--- config.mk ---
export PLATFORM = sky130hd
export DESIGN_NAME = block_sched_flat
export DESIGN_NICKNAME = d
export VERILOG_FILES = /design/src/rtl/block_sched_if.sv /design/src/rtl/block_sched.sv /design/src/flat_wrapper.sv
export SDC_FILE = /design/constraint.sdc
export NUM_CORES = 1
export LEC_CHECK = 0
export BUFFER_PORTS_ARGS = -buffer_cell sky130_fd_sc_hd__buf_2
export CAP_MARGIN = 5
export CELL_PAD_IN_SITES_DETAIL_PLACEMENT = 1
export CELL_PAD_IN_SITES_GLOBAL_PLACEMENT = 2
export CORE_MARGIN = 4
export CORE_UTILIZATION = 35
export CTS_CLUSTER_SIZE = 24
export DETAILED_ROUTE_END_ITERATION = 10
export GPL_TIMING_DRIVEN = 0
export PLACE_DENSITY = 0.92
export SETUP_SLACK_MARGIN = 0.4
export SLEW_MARGIN = 10
export SYNTH_ARGS = -nofsm -noshare
export SYNTH_HDL_FRONTEND = slang
export SYNTH_SLANG_ARGS = --single-unit
--- constraint.sdc ---
create_clock -name clk -period 4.1 [get_ports clk]
set_input_delay 0.205 -clock clk [delete_from_list [all_inputs] [get_ports clk]]
set_output_delay 0.205 -clock clk [all_outputs]
set_load 0.1 [all_outputs]
--- src/rtl/block_sched_if.sv ---
// Control/status bundle between the game controller and the falling-block scheduler.
interface block_sched_if #(
  parameter int NSLOT = 4
);
  logic                 restart;
  logic                 start;
  logic                 pause;
  logic                 fall_tick;
  logic [6:0]           beat_cnt;
  logic [10*NSLOT-1:0]  slot_h;
  logic [3*NSLOT-1:0]   slot_lane;
  logic [NSLOT-1:0]     slot_valid;
  logic [1:0]           state;
  logic [7:0]           drop_cnt;

  modport master (
    output restart, start, pause, fall_tick, beat_cnt,
    input  slot_h, slot_lane, slot_valid, state, drop_cnt
  );

  modport slave (
    input  restart, start, pause, fall_tick, beat_cnt,
    output slot_h, slot_lane, slot_valid, state, drop_cnt
  );
endinterface

--- src/rtl/block_sched.sv ---
// Falling-block slot scheduler: beat-driven lane requests, slot allocation and fall.
// Define BLOCK_SCHED_DROP_CNT_EN to build the refused-request counter behind drop_cnt.
module block_sched #(
  parameter int NSLOT     = 4,
  parameter int SPAWN_H   = 120,
  parameter int FLOOR_H   = 720,
  parameter int LAST_BEAT = 80
) (
  input logic          clk,
  input logic          rst,
  block_sched_if.slave bus
);
  localparam int IDX_W = (NSLOT > 1) ? $clog2(NSLOT) : 1;

  typedef enum logic [1:0] {
    S_IDLE  = 2'b00,
    S_PLAY  = 2'b01,
    S_PAUSE = 2'b10,
    S_END   = 2'b11
  } state_t;

  state_t           state_reg, state_next;
  logic [6:0]       pre_beat_reg;
  logic [4:0]       pending_reg, pending_next;
  logic [9:0]       h_reg     [NSLOT];
  logic [2:0]       lane_reg  [NSLOT];
  logic             valid_reg [NSLOT];

  logic                 clear;
  logic                 play;
  logic                 beat_add;
  logic [6:0]           half;
  logic [2:0]           lane_a, lane_b;
  logic [4:0]           beat_mask;
  logic                 req_found;
  logic [2:0]           req_lane;
  logic                 free_found;
  logic [IDX_W-1:0]     free_idx;
  logic                 alloc_en;
  logic [NSLOT-1:0]     valid_vec;
  logic [10*NSLOT-1:0]  slot_h_vec;
  logic [3*NSLOT-1:0]   slot_lane_vec;

  assign clear    = rst || bus.restart;
  assign play     = (state_reg == S_PLAY);
  assign beat_add = bus.beat_cnt > pre_beat_reg;

  // Beatmap: even beats 4..76 request lane (b/2) mod 5, multiples of 16 add (b/2+2) mod 5.
  assign half   = {1'b0, bus.beat_cnt[6:1]};
  assign lane_a = 3'(half % 7'd5);
  assign lane_b = 3'((half + 7'd2) % 7'd5);

  always_comb begin
    beat_mask = '0;
    if (!bus.beat_cnt[0] && bus.beat_cnt >= 7'd4 && bus.beat_cnt <= 7'd76) begin
      beat_mask = 5'b00001 << lane_a;
      if (bus.beat_cnt[3:0] == 4'd0) begin
        beat_mask = beat_mask | (5'b00001 << lane_b);
      end
    end
  end

  always_comb begin
    req_found = 1'b0;
    req_lane  = '0;
    for (int i = 0; i < 5; i++) begin
      if (!req_found && pending_reg[i]) begin
        req_found = 1'b1;
        req_lane  = 3'(i);
      end
    end
  end

  always_comb begin
    free_found = 1'b0;
    free_idx   = '0;
    for (int i = 0; i < NSLOT; i++) begin
      if (!free_found && !valid_reg[i]) begin
        free_found = 1'b1;
        free_idx   = IDX_W'(i);
      end
    end
  end

  assign alloc_en = play && req_found && free_found;

  // The serviced (or refused) bit clears first so a same-lane beat arriving now survives.
  always_comb begin
    pending_next = pending_reg;
    if (play) begin
      if (req_found) begin
        pending_next[req_lane] = 1'b0;
      end
      if (beat_add) begin
        pending_next = pending_next | beat_mask;
      end
    end
  end

  always_comb begin
    state_next = state_reg;
    case (state_reg)
      S_IDLE:  if (bus.start) state_next = S_PLAY;
      S_PLAY: begin
        if (bus.pause) begin
          state_next = S_PAUSE;
        end else if (bus.beat_cnt >= 7'(LAST_BEAT) && pending_reg == 5'd0 && valid_vec == '0) begin
          state_next = S_END;
        end
      end
      S_PAUSE: if (!bus.pause) state_next = S_PLAY;
      S_END:   state_next = S_END;
      default: state_next = S_IDLE;
    endcase
  end

  always_ff @(posedge clk) begin
    if (clear) begin
      state_reg    <= S_IDLE;
      pre_beat_reg <= '0;
      pending_reg  <= '0;
    end else begin
      state_reg    <= state_next;
      pre_beat_reg <= bus.beat_cnt;
      pending_reg  <= pending_next;
    end
  end

  // Allocation only targets free slots and fall only touches valid ones, so they never collide.
  for (genvar gi = 0; gi < NSLOT; gi++) begin : g_slot
    logic [10:0] h_inc;
    assign h_inc = {1'b0, h_reg[gi]} + 11'd1;

    always_ff @(posedge clk) begin
      if (clear) begin
        valid_reg[gi] <= 1'b0;
        h_reg[gi]     <= 10'(FLOOR_H);
        lane_reg[gi]  <= '0;
      end else if (alloc_en && free_idx == IDX_W'(gi)) begin
        valid_reg[gi] <= 1'b1;
        h_reg[gi]     <= 10'(SPAWN_H);
        lane_reg[gi]  <= req_lane;
      end else if (play && bus.fall_tick && valid_reg[gi]) begin
        if (h_inc >= 11'(FLOOR_H)) begin
          valid_reg[gi] <= 1'b0;
          h_reg[gi]     <= 10'(FLOOR_H);
        end else begin
          h_reg[gi]     <= h_inc[9:0];
        end
      end
    end
  end

  always_comb begin
    valid_vec     = '0;
    slot_h_vec    = '0;
    slot_lane_vec = '0;
    for (int i = 0; i < NSLOT; i++) begin
      valid_vec[i]            = valid_reg[i];
      slot_h_vec[10*i +: 10]  = h_reg[i];
      slot_lane_vec[3*i +: 3] = lane_reg[i];
    end
  end

  assign bus.slot_valid = valid_vec;
  assign bus.slot_h     = slot_h_vec;
  assign bus.slot_lane  = slot_lane_vec;
  assign bus.state      = state_reg;

`ifdef BLOCK_SCHED_DROP_CNT_EN
  logic [7:0] drop_cnt_reg;

  always_ff @(posedge clk) begin
    if (clear) begin
      drop_cnt_reg <= '0;
    end else if (play && req_found && !free_found && drop_cnt_reg != 8'hFF) begin
      drop_cnt_reg <= drop_cnt_reg + 8'd1;
    end
  end

  assign bus.drop_cnt = drop_cnt_reg;
`else
  assign bus.drop_cnt = 8'd0;
`endif

endmodule

--- src/flat_wrapper.sv ---
// flat-port wrapper written by rule: the top's interface ports become plain ports
module block_sched_flat 
#(
  parameter int NSLOT     = 4,
  parameter int SPAWN_H   = 120,
  parameter int FLOOR_H   = 720,
  parameter int LAST_BEAT = 80
)
  (clk, rst, bus_restart, bus_start, bus_pause, bus_fall_tick, bus_beat_cnt, bus_slot_h, bus_slot_lane, bus_slot_valid, bus_state, bus_drop_cnt);
  block_sched_if #(.NSLOT(NSLOT)) bus_i ();
  input logic clk;
  input logic rst;
  input wire logic [$bits(bus_i.restart)-1:0] bus_restart;
  input wire logic [$bits(bus_i.start)-1:0] bus_start;
  input wire logic [$bits(bus_i.pause)-1:0] bus_pause;
  input wire logic [$bits(bus_i.fall_tick)-1:0] bus_fall_tick;
  input wire logic [$bits(bus_i.beat_cnt)-1:0] bus_beat_cnt;
  output wire logic [$bits(bus_i.slot_h)-1:0] bus_slot_h;
  output wire logic [$bits(bus_i.slot_lane)-1:0] bus_slot_lane;
  output wire logic [$bits(bus_i.slot_valid)-1:0] bus_slot_valid;
  output wire logic [$bits(bus_i.state)-1:0] bus_state;
  output wire logic [$bits(bus_i.drop_cnt)-1:0] bus_drop_cnt;
  assign bus_i.restart = bus_restart;
  assign bus_i.start = bus_start;
  assign bus_i.pause = bus_pause;
  assign bus_i.fall_tick = bus_fall_tick;
  assign bus_i.beat_cnt = bus_beat_cnt;
  assign bus_slot_h = bus_i.slot_h;
  assign bus_slot_lane = bus_i.slot_lane;
  assign bus_slot_valid = bus_i.slot_valid;
  assign bus_state = bus_i.state;
  assign bus_drop_cnt = bus_i.drop_cnt;
  block_sched #(.NSLOT(NSLOT), .SPAWN_H(SPAWN_H), .FLOOR_H(FLOOR_H), .LAST_BEAT(LAST_BEAT)) u_core (.clk(clk), .rst(rst), .bus(bus_i));
endmodule
Word level (Yosys, flattened, before mapping)

Memories as Yosys holds them, arrays and structs flattened.
Index checks and enable logic that the tools add are counted.

Memories: 3
Output and inout port bits: 66
RAM bits: 56
Flip-flop bits (word level): 14
Input bits: 13

Memory list:

| memory           | depth | width | rd ports | clocked after memory_dff | wr ports | line              | source |
|---|---|---|---|---|---|---|---|
| u_core.h_reg     | 4     | 10    | 4        | 0                        | 4        | block_sched.sv:25 | `logic [9:0] h_reg [NSLOT];` |
| u_core.lane_reg  | 4     | 3     | 4        | 0                        | 4        | block_sched.sv:26 | `logic [2:0] lane_reg [NSLOT];` |
| u_core.valid_reg | 4     | 1     | 4        | 0                        | 4        | block_sched.sv:27 | `logic valid_reg [NSLOT];` |

Divide/modulo/power cells: 2
Reductions and logical operators: 40
Magnitude comparators: 10
$add $sub $neg: 5
Shifts and indexed selects: 2
Multiplexer cells: 106
Bitwise logic cells: 28
Equality and inequality tests: 9

Operator list:

| kind                                                                | number |
|---|---|
| two-way mux 10 bit                                                  | 12 |
| two-way mux 1 bit                                                   | 74 |
| adder 10 x 1 -> 11 bit, second input constant                       | 4 |
| greater-or-equal comparator 11 x 10 -> 1 bit, second input constant | 4 |
| two-way mux 5 bit                                                   | 5 |
| bitwise OR 1 bit                                                    | 24 |
| logical AND 1 bit                                                   | 23 |
| two-way mux 2 bit                                                   | 8 |
| two-way mux 3 bit                                                   | 5 |
| logical NOT 1 bit                                                   | 10 |
| bitwise OR 5 bit                                                    | 2 |
| left shift 1 x 3 -> 5 bit, first input constant                     | 2 |
| == test 2 bit, second input constant                                | 4 |
| logical NOT 4 bit                                                   | 2 |
| case mux 2 bit (4 select lines)                                     | 1 |
| adder 6 x 2 -> 7 bit, second input constant                         | 1 |
| greater-or-equal comparator 7 x 3 -> 1 bit, second input constant   | 1 |
| greater-or-equal comparator 7 bit, second input constant            | 1 |
| greater-than comparator 7 bit                                       | 1 |
| <= comparator 7 bit, second input constant                          | 1 |
| remainder unit 6 x 3 -> 7 bit, second input constant                | 1 |
| remainder unit 7 x 3 -> 7 bit, second input constant                | 1 |
| AND 5 bit                                                           | 1 |
| logical NOT 5 bit                                                   | 1 |
| 10 further kinds                                                    | 13 |

Logic depth before layout (Yosys ltp)

Depth in word-level cells: 23
Gate-level depth with buffers: 15
Mapped depth without buffers: 14

Least setup slack after synthesis

Ideal clock, no wire load.

Path type: reg2reg
Start point: memory u_core.h_reg[3][0]
End point: memory u_core.h_reg[3][5], data pin
Path buffers: 1
Stages on the path, launching flop included: 12
Clock period less this slack: 3334 ps
Arrival: 3181 ps
Slack: 766 ps
Required time: 3947 ps
Cells stage by stage: edfxtp_1 -> ha_1 -> and3_1 -> and2_1 -> clkbuf_1 -> maj3_1 -> nand2_1 -> o21ai_0 -> a21o_1 -> a221o_1 -> or2_2 -> o21ai_0

RTL lines:

| item            | line |
|---|---|
| start, declared | block_sched.sv:25 |

Final worst setup path

Start point: input port bus_beat_cnt[2]
End point: register u_core.pending_reg[0]

Longest elaborated chain between the ends: 8
Elaborated cells between the ends (all ways): 16
Classes of those cells: 1 x add/sub; 2 x div; 3 x order compare; 2 x shift; 3 x mux; 2 x bitwise; 3 x reduce/logical

RTL lines:

| item                          | line               | source |
|---|---|---|
| start, declared               | flat_wrapper.sv:17 | `input wire logic [$bits(bus_i.beat_cnt)-1:0] bus_beat_cnt;` |
| adder 6 x 2 -> 7 bit          | block_sched.sv:51  | `assign lane_b = 3'((half + 7'd2) % 7'd5);` |
| remainder unit 7 x 3 -> 7 bit | block_sched.sv:51  |  |
| left shift 1 x 3 -> 5 bit     | block_sched.sv:58  | `beat_mask = beat_mask \| (5'b00001 << lane_b);` |
| bitwise OR 5 bit              | block_sched.sv:58  |  |
| two-way mux 5 bit             | block_sched.sv:57  | `if (bus.beat_cnt[3:0] == 4'd0) begin` |
| two-way mux 5 bit             | block_sched.sv:55  | `if (!bus.beat_cnt[0] && bus.beat_cnt >= 7'd4 && bus.beat_cnt <= 7'd76) begin` |
| bitwise OR 5 bit              | block_sched.sv:95  | `pending_next = pending_next \| beat_mask;` |
| two-way mux 5 bit *           | block_sched.sv:94  | `if (beat_add) begin` |
| end signal, assigned          | block_sched.sv:125 | `pending_reg <= pending_next;` |
| end, declared                 | block_sched.sv:24  | `logic [4:0] pending_reg, pending_next;` |

Mark *: on every way between the ends. The rest lies on a longest branch, timed or not.
A chain may end at the register's enable or synchronous reset.

==> impl_metrics.env <==
export IMPL_final_cells=858
export IMPL_gp_congestion=0.8482
export IMPL_clock_path_buffers=2
export IMPL_topRoutingLayerUsed="met4"
export IMPL_maxCapViolations=0
export IMPL_p_int_mw=1.452
export IMPL_slew_headroom_pct=50.96
export IMPL_powerDensity_mw_per_mm2=351.6
export IMPL_wl_per_cell_um=17.56
export IMPL_peakVddDrop_mv=0.1665
export IMPL_setup_viol=0
export IMPL_num_rows=44
export IMPL_clock_root_buffer="clkbuf_16"
export IMPL_synthToLayoutAreaGrowth_pct=18.43
export IMPL_grt_overflow=0
export IMPL_syn_cell_area_sq_mm=0.005139
export IMPL_antenna_found_initial=0
export IMPL_cts_hold_buf=0
export IMPL_ant_nets=0
export IMPL_dpl_instance_area_sq_mm=0.005746
export IMPL_synth_top_area_share_pct=32.72
export IMPL_largest_reg_flops=40
export IMPL_synth_largest_area_cell="edfxtp_1"
export IMPL_place_ws_ns=0.2027
export IMPL_synth_common_cells="69 x nor2_1, 56 x edfxtp_1, 53 x nand2_1"
export IMPL_vias_per_cell=5.542
export IMPL_critPathArrivalTime_ns=3.79
export IMPL_drive_gt1_share_pct=18.84
export IMPL_dp_cells=842
export IMPL_grt_max_degree=14
export IMPL_maxSlewViolCount=0
export IMPL_die_x_um=129.2
export IMPL_drt_met1_wl_mm=6.619
export IMPL_antennaDiodeCount=0
export IMPL_status="completed"
export IMPL_wl_met2_mm=7.656
export IMPL_fmax_mhz=284.4
export IMPL_insertion_delay_ns=0.34
export IMPL_coreArea_sq_mm=0.01448
export IMPL_clkSinkCount=70
export IMPL_yosysMostFrequentCell="nor2_1"
export IMPL_ys_seq_elements=70
export IMPL_totalPowerFinal_mw=2.140
export IMPL_clock_skew_ns=0.008089
export IMPL_firstDrtPassIters=5
export IMPL_numCtsBuffers=9
export IMPL_synth_distinct_cells=77
export IMPL_crit_fanout=10
export IMPL_fin_nets=705
export IMPL_layout_min_cycle_time_ns=3.516
export IMPL_tightest_slew_ns=0.7356
export IMPL_start_util_pct=35.49
export IMPL_synth_async_sr_flop_share_pct=0
export IMPL_setup_tns_ns=0
export IMPL_path_buf_inv=4
export IMPL_drt_wl_total_mm=15.07
export IMPL_num_vias=4755
export IMPL_wl_met3_um=555
export IMPL_p_comb_share_pct=22.5
export IMPL_drt_iter0_drc=273
export IMPL_crit_type="in2reg"
export IMPL_grt_pass1_vias=4846
export IMPL_hold_viol_final=0
export IMPL_crit_slowest_cell="or4_1"
export IMPL_die_area_sq_mm=0.01668
export IMPL_endpoint_kind="flop"
export IMPL_yosysWarnings=0
export IMPL_dp_hpwl_mm=11.56
export IMPL_power_leakage_nw=2.453
export IMPL_fin_crit_sh_pct=85.77
export IMPL_crit_required_ns=4.37
export IMPL_synth_seq_area_share_pct=38.18
export IMPL_pwr_share_seq_pct=37.7
export IMPL_synth_ff_type="edfxtp_1"
export IMPL_p_clk_share_pct=39.8
export IMPL_crit_chain="buf_2, buf_2, clkinvlp_4, ha_1, o21ai_1, mux2_4, and3_1, nand2b_4, inv_1, ha_1, or4_1, and3_4, nor3_4, mux2_2, o21ai_1"
export IMPL_sw_frac_of_total_pct=32.11
export IMPL_postSynthCellCount=581
export IMPL_synth_edff_count=56
export IMPL_io_pins=79
export IMPL_synthTopCellsByArea="edfxtp_1 33%, ha_1 5.6%, dfxtp_1 5.5%"
export IMPL_clkSlewWorstSetupHoldPaths_ns=0.06
export IMPL_holdCritPathClass="in2reg"
export IMPL_finalWorstSetupSlack_ns=0.5835
export IMPL_fin_area_sq_mm=0.006086
export IMPL_start_kind="input port"
export IMPL_postSynthAreaPerCell_sq_um=8.845
export IMPL_switching_power_mw=0.6871
export IMPL_fin_util_pct=42.03
export IMPL_io_buffers=70
export IMPL_drc=0
export IMPL_htreeDepth=3
export IMPL_slowest_delay_ns=0.53
export IMPL_cts_tree="built"
export IMPL_die_h_um=129.2
export IMPL_grt_pass1_wl_mm=24.50
export IMPL_grt_setup_unrepaired="no"
export IMPL_whs_ns=0.1348
export IMPL_grt_usage_pct=18.19
export IMPL_crit_family="simple AND/OR/NAND/NOR gates"
metal layers:
layer  global-route usage [%]  vias to the layer above
li1                         -                     2303
met1                    22.58                     2347
met2                    32.26                       89
met3                    3.339                       16
met4                    5.188                        0
met5                        0                        -
placed cells by master, fill, tap and decap left out, types with 11 or more instances in the layout:
master	count
buf_2	78
nor2_1	69
edfxtp_1	56
nand2_1	53
a21oi_1	30
o21ai_0	29
nand3_1	28
inv_1	26
ha_1	23
xnor2_1	18
and3_1	17
dfxtp_1	14
buf_4	13
xor2_1	12
nor3_1	11
kinds of logic (layout without fill, tap and decap cells):
family	after synthesis	after routing	share of synthesized area, %
other cells	1	8	0.07298
mux	9	9	1.923
xor+xnor	31	31	5.284
flops	70	70	38.18
simple gates	248	248	24.52
fa+ha+maj	24	24	5.795
compound gates	141	141	18.92
buf+inv	57	143	5.308
area by class of cell:
| cell class | instances | area (sq um) |
|---|---|---|
| plain buffers | 29 | 167.7 |
| clock buffers | 10 | 229.0 |
| clock inverters | 6 | 93.84 |
| fillers | 1751 | 8393 |
| inverters | 28 | 108.9 |
| multi-input cells | 461 | 2944 |
| flip-flops and latches | 70 | 1962 |
| well taps | 184 | 230.2 |
| repair buffers | 70 | 350.3 |
final timing paths:
kind	from	to	slack (ns)	cells past startpoint
worst max register to register	u_core.h_reg[3][0]	u_core.h_reg[3][4]	1.09	11
worst min-delay path	bus_pause	u_core.bus.state[0]	0.13	2
worst max-delay path	bus_beat_cnt[2]	u_core.pending_reg[0]	0.58	15
worst min register to register	u_core.bus.state[0]	u_core.bus.state[1]	0.55	2
repair_timing:
action / CTS / global route
setup buffers: 0 / 0
endpoints found under the setup margin: 0 / 3
resized for setup: 0 / 3
endpoints found under the hold margin: 0 / 0
power groups by stage:
stage	clock network, mW	registers, mW	logic [mW]
floorplan	0	0.948	0.251
global placement	0	0.821	0.458
detailed placement	0	0.823	0.473
CTS	0.865	0.808	0.477
global route	0.912	0.810	0.516
finish	0.851	0.807	0.481
Note: power is estimated with default switching activity, not from simulation.
